## config.mk

```make
export PLATFORM = sky130hd
export DESIGN_NAME = ehl_jtag_master
export DESIGN_NICKNAME = d
export VERILOG_FILES = /design/src/rtl/ehl_jtag_master.sv
export SDC_FILE = /design/constraint.sdc
export NUM_CORES = 1
export LEC_CHECK = 0
export CAP_MARGIN = 20
export CORE_MARGIN = 4
export CORE_UTILIZATION = 41
export DETAILED_ROUTE_END_ITERATION = 8
export GPL_TIMING_DRIVEN = 0
export PLACE_DENSITY_LB_ADDON = 0.1
export SLEW_MARGIN = 20
export SYNTH_ARGS = -nofsm -noshare
export SYNTH_HDL_FRONTEND = slang
export SYNTH_SLANG_ARGS = --single-unit
```

## constraint.sdc

```tcl
create_clock -name clk -period 6.6 [get_ports clk]
set_input_delay 1.65 -clock clk [delete_from_list [all_inputs] [get_ports clk]]
set_output_delay 1.65 -clock clk [all_outputs]
set_load 0.02 [all_outputs]
```

## src/rtl/ehl_jtag_master.sv

```systemverilog
// ehl_jtag_master
// System-clock JTAG master. Takes one command at a time from a host and
// walks an IEEE 1149.1 TAP through it, starting and ending in Run-Test/Idle.
// TCK is generated from clk: each bit slot is DIV clks low, then DIV clks high.
//
// Ports:
//   clk, rst            system clock, synchronous active-high reset
//   cmd_valid/cmd_ready command handshake; operands latched at acceptance
//   cmd_op              00 TAP reset, 01 IR scan, 10 DR scan, 11 run-idle
//   cmd_len             scan bit count / run-idle TCK count (clamped to MAX_LEN)
//   cmd_data            scan data, bit 0 shifted first
//   rsp_valid           one-clk completion pulse
//   rsp_data            captured TDO, bit i = i-th shifted bit, upper bits 0
//   tck, tms, tdi, tdo  JTAG pins
module ehl_jtag_master #(
  parameter int DIV     = 2,
  parameter int MAX_LEN = 32,
  parameter int LEN_W   = 6
) (
  input  logic               clk,
  input  logic               rst,
  input  logic               cmd_valid,
  output logic               cmd_ready,
  input  logic [1:0]         cmd_op,
  input  logic [LEN_W-1:0]   cmd_len,
  input  logic [MAX_LEN-1:0] cmd_data,
  output logic               rsp_valid,
  output logic [MAX_LEN-1:0] rsp_data,
  output logic               tck,
  output logic               tms,
  output logic               tdi,
  input  logic               tdo
);

  localparam int IDX_W = (MAX_LEN > 1) ? $clog2(MAX_LEN) : 1;
  localparam int DIV_W = (DIV > 1) ? $clog2(DIV) : 1;

  localparam logic [1:0] OP_RESET = 2'b00;
  localparam logic [1:0] OP_IR    = 2'b01;
  localparam logic [1:0] OP_RUN   = 2'b11;

  typedef enum logic [2:0] {
    S_IDLE  = 3'd0,
    S_RST   = 3'd1,
    S_HDR   = 3'd2,
    S_SHIFT = 3'd3,
    S_TRL   = 3'd4,
    S_RUN   = 3'd5,
    S_DONE  = 3'd6
  } state_t;

  // Number of TCK slots spent in a phase.
  function automatic logic [LEN_W-1:0] phase_len(input state_t st, input logic [1:0] op,
                                                 input logic [LEN_W-1:0] len);
    logic [LEN_W-1:0] n;
    case (st)
      S_RST:          n = LEN_W'(6);
      S_HDR:          n = (op == OP_IR) ? LEN_W'(4) : LEN_W'(3);
      S_SHIFT, S_RUN: n = len;
      S_TRL:          n = LEN_W'(2);
      default:        n = LEN_W'(1);
    endcase
    return n;
  endfunction

  // TMS value driven during slot 'idx' of a phase.
  function automatic logic slot_tms(input state_t st, input logic [LEN_W-1:0] idx,
                                    input logic [1:0] op, input logic [LEN_W-1:0] len);
    logic v;
    case (st)
      S_RST:   v = (idx < LEN_W'(5));
      S_HDR:   v = (op == OP_IR) ? (idx < LEN_W'(2)) : (idx == LEN_W'(0));
      S_SHIFT: v = (idx == len - LEN_W'(1));
      S_TRL:   v = (idx == LEN_W'(0));
      default: v = 1'b0;
    endcase
    return v;
  endfunction

  // Phase that follows the last slot of the current one.
  function automatic state_t next_phase(input state_t st);
    state_t n;
    case (st)
      S_HDR:   n = S_SHIFT;
      S_SHIFT: n = S_TRL;
      default: n = S_DONE;
    endcase
    return n;
  endfunction

  state_t             state_r, state_n;
  logic               tck_r, tck_n;
  logic               tms_r, tms_n;
  logic               tdi_r, tdi_n;
  logic [DIV_W-1:0]   div_cnt_r, div_cnt_n;
  logic [LEN_W-1:0]   bit_cnt_r, bit_cnt_n;
  logic [1:0]         op_r, op_n;
  logic [LEN_W-1:0]   len_r, len_n;
  logic [MAX_LEN-1:0] data_r, data_n;
  logic [MAX_LEN-1:0] cap_r, cap_n;
  logic               rsp_valid_r, rsp_valid_n;
  logic [MAX_LEN-1:0] rsp_data_r, rsp_data_n;
  logic               cmd_ready_r, cmd_ready_n;
  logic               load_slot_s;
  logic               last_bit_s;
  logic [LEN_W-1:0]   len_clamp_s;

  assign len_clamp_s = (cmd_len > LEN_W'(MAX_LEN)) ? LEN_W'(MAX_LEN) : cmd_len;
  assign last_bit_s  = (bit_cnt_r == phase_len(state_r, op_r, len_r) - LEN_W'(1));

  // Next-state, TCK slot sequencing and capture logic.
  always_comb begin
    state_n     = state_r;
    tck_n       = tck_r;
    tms_n       = tms_r;
    tdi_n       = tdi_r;
    div_cnt_n   = div_cnt_r;
    bit_cnt_n   = bit_cnt_r;
    op_n        = op_r;
    len_n       = len_r;
    data_n      = data_r;
    cap_n       = cap_r;
    rsp_valid_n = 1'b0;
    rsp_data_n  = rsp_data_r;
    cmd_ready_n = cmd_ready_r;
    load_slot_s = 1'b0;

    case (state_r)
      S_IDLE: begin
        if (cmd_valid) begin
          cmd_ready_n = 1'b0;
          op_n        = cmd_op;
          len_n       = len_clamp_s;
          data_n      = cmd_data;
          cap_n       = '0;
          bit_cnt_n   = LEN_W'(0);
          div_cnt_n   = DIV_W'(0);
          tck_n       = 1'b0;
          if (cmd_op == OP_RESET) begin
            state_n     = S_RST;
            load_slot_s = 1'b1;
          end else if (len_clamp_s == LEN_W'(0)) begin
            // Zero-length scan or run: no slots, pass through RUN once so the
            // response lands two clks after acceptance.
            state_n = S_RUN;
          end else if (cmd_op == OP_RUN) begin
            state_n     = S_RUN;
            load_slot_s = 1'b1;
          end else begin
            state_n     = S_HDR;
            load_slot_s = 1'b1;
          end
        end else begin
          cmd_ready_n = 1'b1;
        end
      end

      S_RST, S_HDR, S_SHIFT, S_TRL, S_RUN: begin
        if ((state_r == S_RUN) && (len_r == LEN_W'(0))) begin
          state_n = S_DONE;
        end else if (div_cnt_r == DIV_W'(DIV - 1)) begin
          div_cnt_n = DIV_W'(0);
          tck_n     = ~tck_r;
          if (!tck_r) begin
            // Rising TCK: the TAP's TDO was set up on the previous fall.
            if (state_r == S_SHIFT) begin
              cap_n[bit_cnt_r[IDX_W-1:0]] = tdo;
            end else begin
              cap_n = cap_r;
            end
          end else if (last_bit_s) begin
            bit_cnt_n = LEN_W'(0);
            state_n   = next_phase(state_r);
            if (state_n != S_DONE) begin
              load_slot_s = 1'b1;
            end else begin
              load_slot_s = 1'b0;
            end
          end else begin
            bit_cnt_n   = bit_cnt_r + LEN_W'(1);
            load_slot_s = 1'b1;
          end
        end else begin
          div_cnt_n = div_cnt_r + DIV_W'(1);
        end
      end

      S_DONE: begin
        state_n     = S_IDLE;
        rsp_valid_n = 1'b1;
        rsp_data_n  = cap_r;
        cmd_ready_n = 1'b1;
      end

      default: begin
        state_n     = S_IDLE;
        cmd_ready_n = 1'b1;
      end
    endcase

    // TMS/TDI only change at the start of a slot (TCK low).
    if (load_slot_s) begin
      tms_n = slot_tms(state_n, bit_cnt_n, op_n, len_n);
      tdi_n = (state_n == S_SHIFT) ? data_n[bit_cnt_n[IDX_W-1:0]] : 1'b0;
    end else begin
      tms_n = tms_r;
      tdi_n = tdi_r;
    end
  end

  // State and datapath registers.
  always_ff @(posedge clk) begin
    if (rst) begin
      state_r     <= S_IDLE;
      tck_r       <= 1'b0;
      tms_r       <= 1'b1;
      tdi_r       <= 1'b0;
      div_cnt_r   <= '0;
      bit_cnt_r   <= '0;
      op_r        <= 2'b00;
      len_r       <= '0;
      data_r      <= '0;
      cap_r       <= '0;
      rsp_valid_r <= 1'b0;
      rsp_data_r  <= '0;
      cmd_ready_r <= 1'b1;
    end else begin
      state_r     <= state_n;
      tck_r       <= tck_n;
      tms_r       <= tms_n;
      tdi_r       <= tdi_n;
      div_cnt_r   <= div_cnt_n;
      bit_cnt_r   <= bit_cnt_n;
      op_r        <= op_n;
      len_r       <= len_n;
      data_r      <= data_n;
      cap_r       <= cap_n;
      rsp_valid_r <= rsp_valid_n;
      rsp_data_r  <= rsp_data_n;
      cmd_ready_r <= cmd_ready_n;
    end
  end

  assign tck       = tck_r;
  assign tms       = tms_r;
  assign tdi       = tdi_r;
  assign rsp_valid = rsp_valid_r;
  assign rsp_data  = rsp_data_r;
  assign cmd_ready = cmd_ready_r;

endmodule

```

; ---- Yosys cells after proc, flatten, opt, wreduce, memory -nomap -nowiden
; Index checks and enable logic that the tools add are counted.
[op_classes]
add_sub_neg = 4
n_lt_le_gt_ge = 6
n_eq_ne = 21
mux = 63
n_bitwise = 1
n_reduce_logical = 13
[ops]
columns = cell, n
row1 = 2-to-1 mux 32 bit, 7
row2 = case mux 32 bit (2 select lines), 1
row3 = 2-to-1 mux 6 bit, 8
row4 = 2-to-1 mux 3 bit, 14
row5 = bitwise mux 32 bit, 1
row6 = case mux 6 bit (4 select lines), 1
row7 = 2-to-1 mux 1 bit, 19
row8 = zero test 6 bit, 3
row9 = == test 3 x 2 -> 1 bit (second input constant), 4
row10 = == test 3 bit (second input constant), 4
row11 = == test 6 bit, 2
row12 = < comparator 5 x 6 -> 1 bit (second input constant), 2
row13 = case mux 3 bit (2 select lines), 2
row14 = case mux 6 bit (2 select lines), 1
row15 = subtractor 6 x 1 -> 6 bit (second input constant), 2
row16 = inequality test 2 bit (second input constant), 5
row17 = case mux 1 bit (2 select lines), 4
row18 = adder 6 x 1 -> 6 bit (second input constant), 1
row19 = == test 3 x 1 -> 1 bit (second input constant), 2
row20 = > comparator 6 bit (second input constant), 1
row21 = < comparator 6 x 2 -> 1 bit (second input constant), 1
row22 = < comparator 6 x 3 -> 1 bit (second input constant), 1
row23 = AND reduction 6 bit, 1
row24 = binary-select mux 1 bit (select 5 bit), 1
row25 = 17 further kinds, 20
[word_totals]
regBits = 119
inputBits = 44
output_inout_bits = 37
wordCells = 121

; ---- Depth between registers and ports, before layout
; Gate-level depths: netlist of run 1.
[logic_depth]
ltp_word = 17
depth_mapped = 19
depth_no_buf = 16

; ---- Worst setup path before layout of run 1
; OpenSTA, ideal clock, no wires.
[synth_path]
path_type = input to register
start = input port cmd_valid
end = register tms_r (netlist: tms)
setup_ns = 0.069
t_arrival_ns = 4.017
required_ns = 6.531
slack_ns = 2.514
path_stages = 12
n_path_buf = 1
cell_sequence = nor4b_4 -> buf_4 -> mux2i_1 -> nand3b_1 -> xnor2_2 -> a211oi_1 -> a311oi_1 -> o311ai_0 -> a2111oi_0 -> o2111a_1 -> a41oi_2 -> o21ai_1
[synth_between]
elab_chain_len = 5
word_cells_on_any_way = 22
classes_between = add/sub: 1 / order compare: 2 / eq/ne: 6 / mux: 12 / reduce/logical: 1
[synth_lines]
columns = item, line
row1 = start: declaration, 22  ; input logic cmd_valid,
row2 = 2-to-1 mux 6 bit / 2-to-1 mux 2 bit (equally long branches), 130  ; if (cmd_valid) begin
row3 = 2-to-1 mux 6 bit (tied with other cells), 128  ; case (state_r)
row4 = subtractor 6 x 1 -> 6 bit (tied with other cells), 73  ; S_SHIFT: v = (idx == len - LEN_W'(1));
row5 = == test 6 bit / 2-to-1 mux 1 bit (equally long branches), "73, 72"
row6 = case mux 1 bit (4 select lines), 70  ; case (st)
row7 = end signal: assignment, 230  ; tms_r <= tms_n;
row8 = end: declaration, 93  ; logic tms_r, tms_n;
; Parallel ways exist; a longest one is shown, timed or not.
; A chain may end at the register's enable or synchronous reset.

; ---- Worst setup path after layout of run 1
; Ends and elaborated chain as after synthesis.

==> results.md, run 1 <==
* Status: completed
* Die Wd at 131 um
* Synth Net Count at 860
* Wire per inst at ~17 um
* Pwr dens at between 200 and 300 nW/um2
* Hold Vio Cnt, Final at 0
* GP Congestion at around 0.91
* Top delay family on crit path: compound AO/OA/AOI/OAI gates
* Slew @ Worst Pin at roughly 950 ps
* Synth area leaders: dfxtp_1 39%, a21oi_1 12%, nand2_1 12%, o21ai_0 4.0%, clkbuf_1 2.8%
* Clk sinks at ~120
* CTS tree: yes
* YS warnings at 0
* Cell row count at 44
* Post-Synth Adder-Cell Area at 0.0138
* XOR/XNOR Fraction of Synth Area at 0.0168
* Worst hold path cell count at 2
* GRT Overall Usage at 0.223
* Root Buffer: clkbuf_16
* Io pins at ~80
* Critical path endpoint category: flip-flop
* Reg2reg end: tms
* Tmin final at 5100 ps
* Hold Crit Class: reg -> reg
* Number of global-route vias before repair at between 5000 and 6000
* Die Height at ~130 um
* Compound-Gate Fraction of Synth Area at 0.261
* R2r setup slk at 2080 ps
* Final HPWL DP at roughly 13000 um
* Largest net degree at the start of global routing at 17
* # nets final at around 960
* Placed cell areas at between 7000 and 8000 um2
* Final instance area at between 7000 and 8000 um2
* Vias per cell at about 5.6
* R2R depth at 16
* Unique masters post-synth at 76
* Deepest clock path buffer count at 2
* Crit-path max FO at 10
* Unrepaired setup endpoints after global routing: no
* Simple-Gate Fraction of Synth Area at 0.234
* Worst skew pair latency at about 430 ps
* Hold Path Sink: rsp_data[18]
* Final setup viols at 0
* Top cell type's share of synthesized area at 0.386
* Critical path class: in -> reg
* Hold buffers post-CTS at 0
* Post-synth ARST share at 0
* Tcrit/Tclk final at 0.773
* CP Launch Type: input port
* Total Power at roughly 2.2 mW
* Reg-to-Reg Start: state_r[1]
* Synth Cell Area at between 6000 and 7000 um2
* Layout area overhead at 26.4%
* Min-delay src: cap_r[18]
* Via count at just over 6000
* Initial antenna violation count at 0
* F_max at around 0.20 GHz
* PostCTS Resize Cnt at 0
* Crit-path cells: clkdlybuf4s50_1, nor4b_4, buf_4, mux2i_1, nand3b_1, xnor2_2, a211oi_1, a311oi_1, o311ai_0, a2111oi_0, o2111a_1, a41oi_2, o21ai_1
* First-pass GRT wire length at around 30000 um
* Number of routed nets with antenna violations at 0
* CP max-delay cell: clkdlybuf4s50_1
* Fill cell count at ~1400
* Total CTS buffers at 17
* WP data required at slightly below 7000 ps
* Largest area contributor in the netlist: dfxtp_1
* Worst VDD drop at between 150 and 200 uV
* H-Tree Depth at 4
* DR iter-0 viols at 561
* Fraction of layout cells with a size suffix above 1 at 0.0652
* Max-cap violations at 0
* Synth Flop Type: dfxtp_1
* DIE AREA at between 15000 and 20000 um2
* WP data arrival at about 5500 ps
* Max incr delay on CP at between 500 and 600 ps
* Inserted Diodes at 0
* EDFF count, synth at 0
* Slew headroom at 0.366
* Static Leak at ~2.6 nW
* Main combinational cell family by area after synthesis: compound AO/OA/AOI/OAI gates
* Congestion Overflow GR at 0
* Setup TNS at 0 ps
* Hold slack at around 450 ps
* Worst clock skew at just under 9 ps
* Drt first pass iters at 5
* Register bit count reported by yosys at roughly 120
* Final wirelength at roughly 18000 um
* DRC at 0
* Sequential area share after synthesis at 0.386
* Core ar. at approximately 15000 um2
* # port buffers at 79
* Clk slew on worst S/H paths at approximately 50 ps
* Slew Viols, Final at 0
* Mux share of post-synthesis cell area at 0.0388
* Crit path buffers/inverters at 2
* Syn_area_per_cell at roughly 7.6 um2
* Cells after Synth at slightly above 800
* Initial Utilization at 0.421
* Post-CTS Setup Inserts at 0
==> report_power, final <==
group          total (mW)  switching [mW]  internal [mW]
clock               0.953           0.324          0.629
combinational       0.484           0.301          0.182
sequential          0.772          0.0216          0.750
total                2.21           0.647           1.56
==> flip-flops by register name, indices dropped and copies added (netlist names) <==
signal	flops
data_r	32
op_r	2
bit_cnt_r	6
cap_r	32
rsp_valid	1
tdi	1
state_r	3
tms	1
tck	1
div_cnt_r	1
cmd_ready	1
rsp_data	32
len_r	6
==> logic make-up after synthesis <==
kind of cell | after synthesis
simple gates | 315
xor+xnor | 11
flops | 119
buf+inv | 69
mux | 23
compound gates | 266
fa+ha+maj | 7
==> final cells by class <==
| class | instances | area [um2] | share of cell area |
|---|---|---|---|
| multi-input combinational | 622 | 3480 | 0.447 |
| sequential | 119 | 2380 | 0.306 |
| timing repair buffer | 79 | 791 | 0.101 |
| clock buffer | 23 | 488 | 0.0626 |
| buffer | 62 | 277 | 0.0355 |
| tap | 184 | 230 | 0.0295 |
| clock inverter | 8 | 119 | 0.0152 |
| inverter | 7 | 26.3 | 0.00337 |
==> routing by layer <==
metal,vias to the layer above,GRT usage,part of all wire
met5,-,0,0
met4,0,0.0726,0.016
met3,29,0.0585,0.065
met2,243,0.331,0.44
met1,2869,0.316,0.48
li1,3044,-,-
==> cell usage in the layout (no fill, tap or decap), drive strengths merged, types with 4 or more instances in the layout <==
cell type	netlist	routed
nand2	189	189
a21oi	147	147
dfxtp	119	119
clkdlybuf4s50	0	79
clkbuf	46	69
o21ai	52	52
nor2	39	39
mux2i	16	16
buf	16	16
nand3	13	13
nand3b	11	11
and2	11	11
a31oi	10	10
nor3b	9	9
xnor2	8	8
o22ai	8	8
nor3	7	7
mux2	7	7
inv	6	7
nand2b	6	6
ha	6	6
a211oi	6	6
and3	5	5
nor2b	5	5
a311oi	5	5
clkinv	1	5
a2111oi	5	5
nand4	4	4
o211ai	4	4
==> worst max-delay path by stage <==
| stage | depth (start not counted) | to | start | slack (ps) |
|---|---|---|---|---|
| 6_report | 13 | tms | cmd_valid | 1500 |
| 2_1_floorplan | 12 | tms | cmd_valid | 2510 |
| 3_5_place_dp | 13 | tms | cmd_valid | 1140 |
| 5_1_grt | 13 | tms | cmd_valid | 1320 |
| 3_3_place_gp | 13 | tms | cmd_valid | 1200 |
| 4_1_cts | 13 | tms | cmd_valid | 1550 |
==> cell usage after synthesis, types with 3 or more instances <==
master / n
nand2_1: 189
a21oi_1: 146
dfxtp_1: 119
o21ai_0: 49
clkbuf_1: 46
nor2_1: 39
mux2i_1: 16
nand3_1: 13
nand3b_1: 11
and2_1: 10
a31oi_1: 9
nor3b_1: 9
mux2_2: 7
nor3_1: 7
o22ai_1: 7
xnor2_1: 7
buf_1: 6
ha_1: 6
nand2b_1: 6
a211oi_1: 5
and3_1: 5
buf_4: 5
inv_1: 5
nor2b_1: 5
a311oi_1: 4
nand4_1: 4
o211ai_1: 4
a2111oi_0: 3
a21o_1: 3
buf_6: 3
nor4_1: 3
o21a_1: 3
o21ai_1: 3
o21bai_1: 3
o31a_1: 3
xor2_1: 3
==> worst reg2reg max path, cell delays in order, from the launching register on <==
cell and delay (ps):
dfxtp_1 300, buf_4 150, nand3b_1 190, a221oi_2 410, ha_1 310, xnor2_1 120
a221o_1 280, a211oi_2 240, nand2_1 140, a2111oi_4 470, buf_6 210, o21ai_1 270
xnor2_1 250, a2111oi_0 560, o2111a_1 290, a41oi_2 110, o21ai_1 150
==> stage by stage <==
step	utilization	cells	setup WS, ps
finish	0.532	1104	1500
global route	0.532	1104	1320
CTS	0.532	1104	1550
detailed placement	0.491	1073	1140
global placement	0.491	1073	1200
floorplan	-	810	2510
No activity file was read; power rests on OpenSTA's default activity.
==> inputs of run 2 (changes only) <==
==> constraint.sdc (replaced) <==
create_clock -name clk -period 5.3 [get_ports clk]
set_input_delay 1.325 -clock clk [delete_from_list [all_inputs] [get_ports clk]]
set_output_delay 1.325 -clock clk [all_outputs]
set_load 0.02 [all_outputs]
==> results of run 2 <==
The final DEF is identical to that of run 1. Status: completed.
Main changes from that run: setup slack after placement 1140 ps -> 165 ps; setup slack after layout 1500 ps -> 522 ps; register-to-register setup slack 2080 ps -> 780 ps; total power 2.21 mW -> 2.75 mW; worst IR drop on VDD 179 uV -> 223 uV
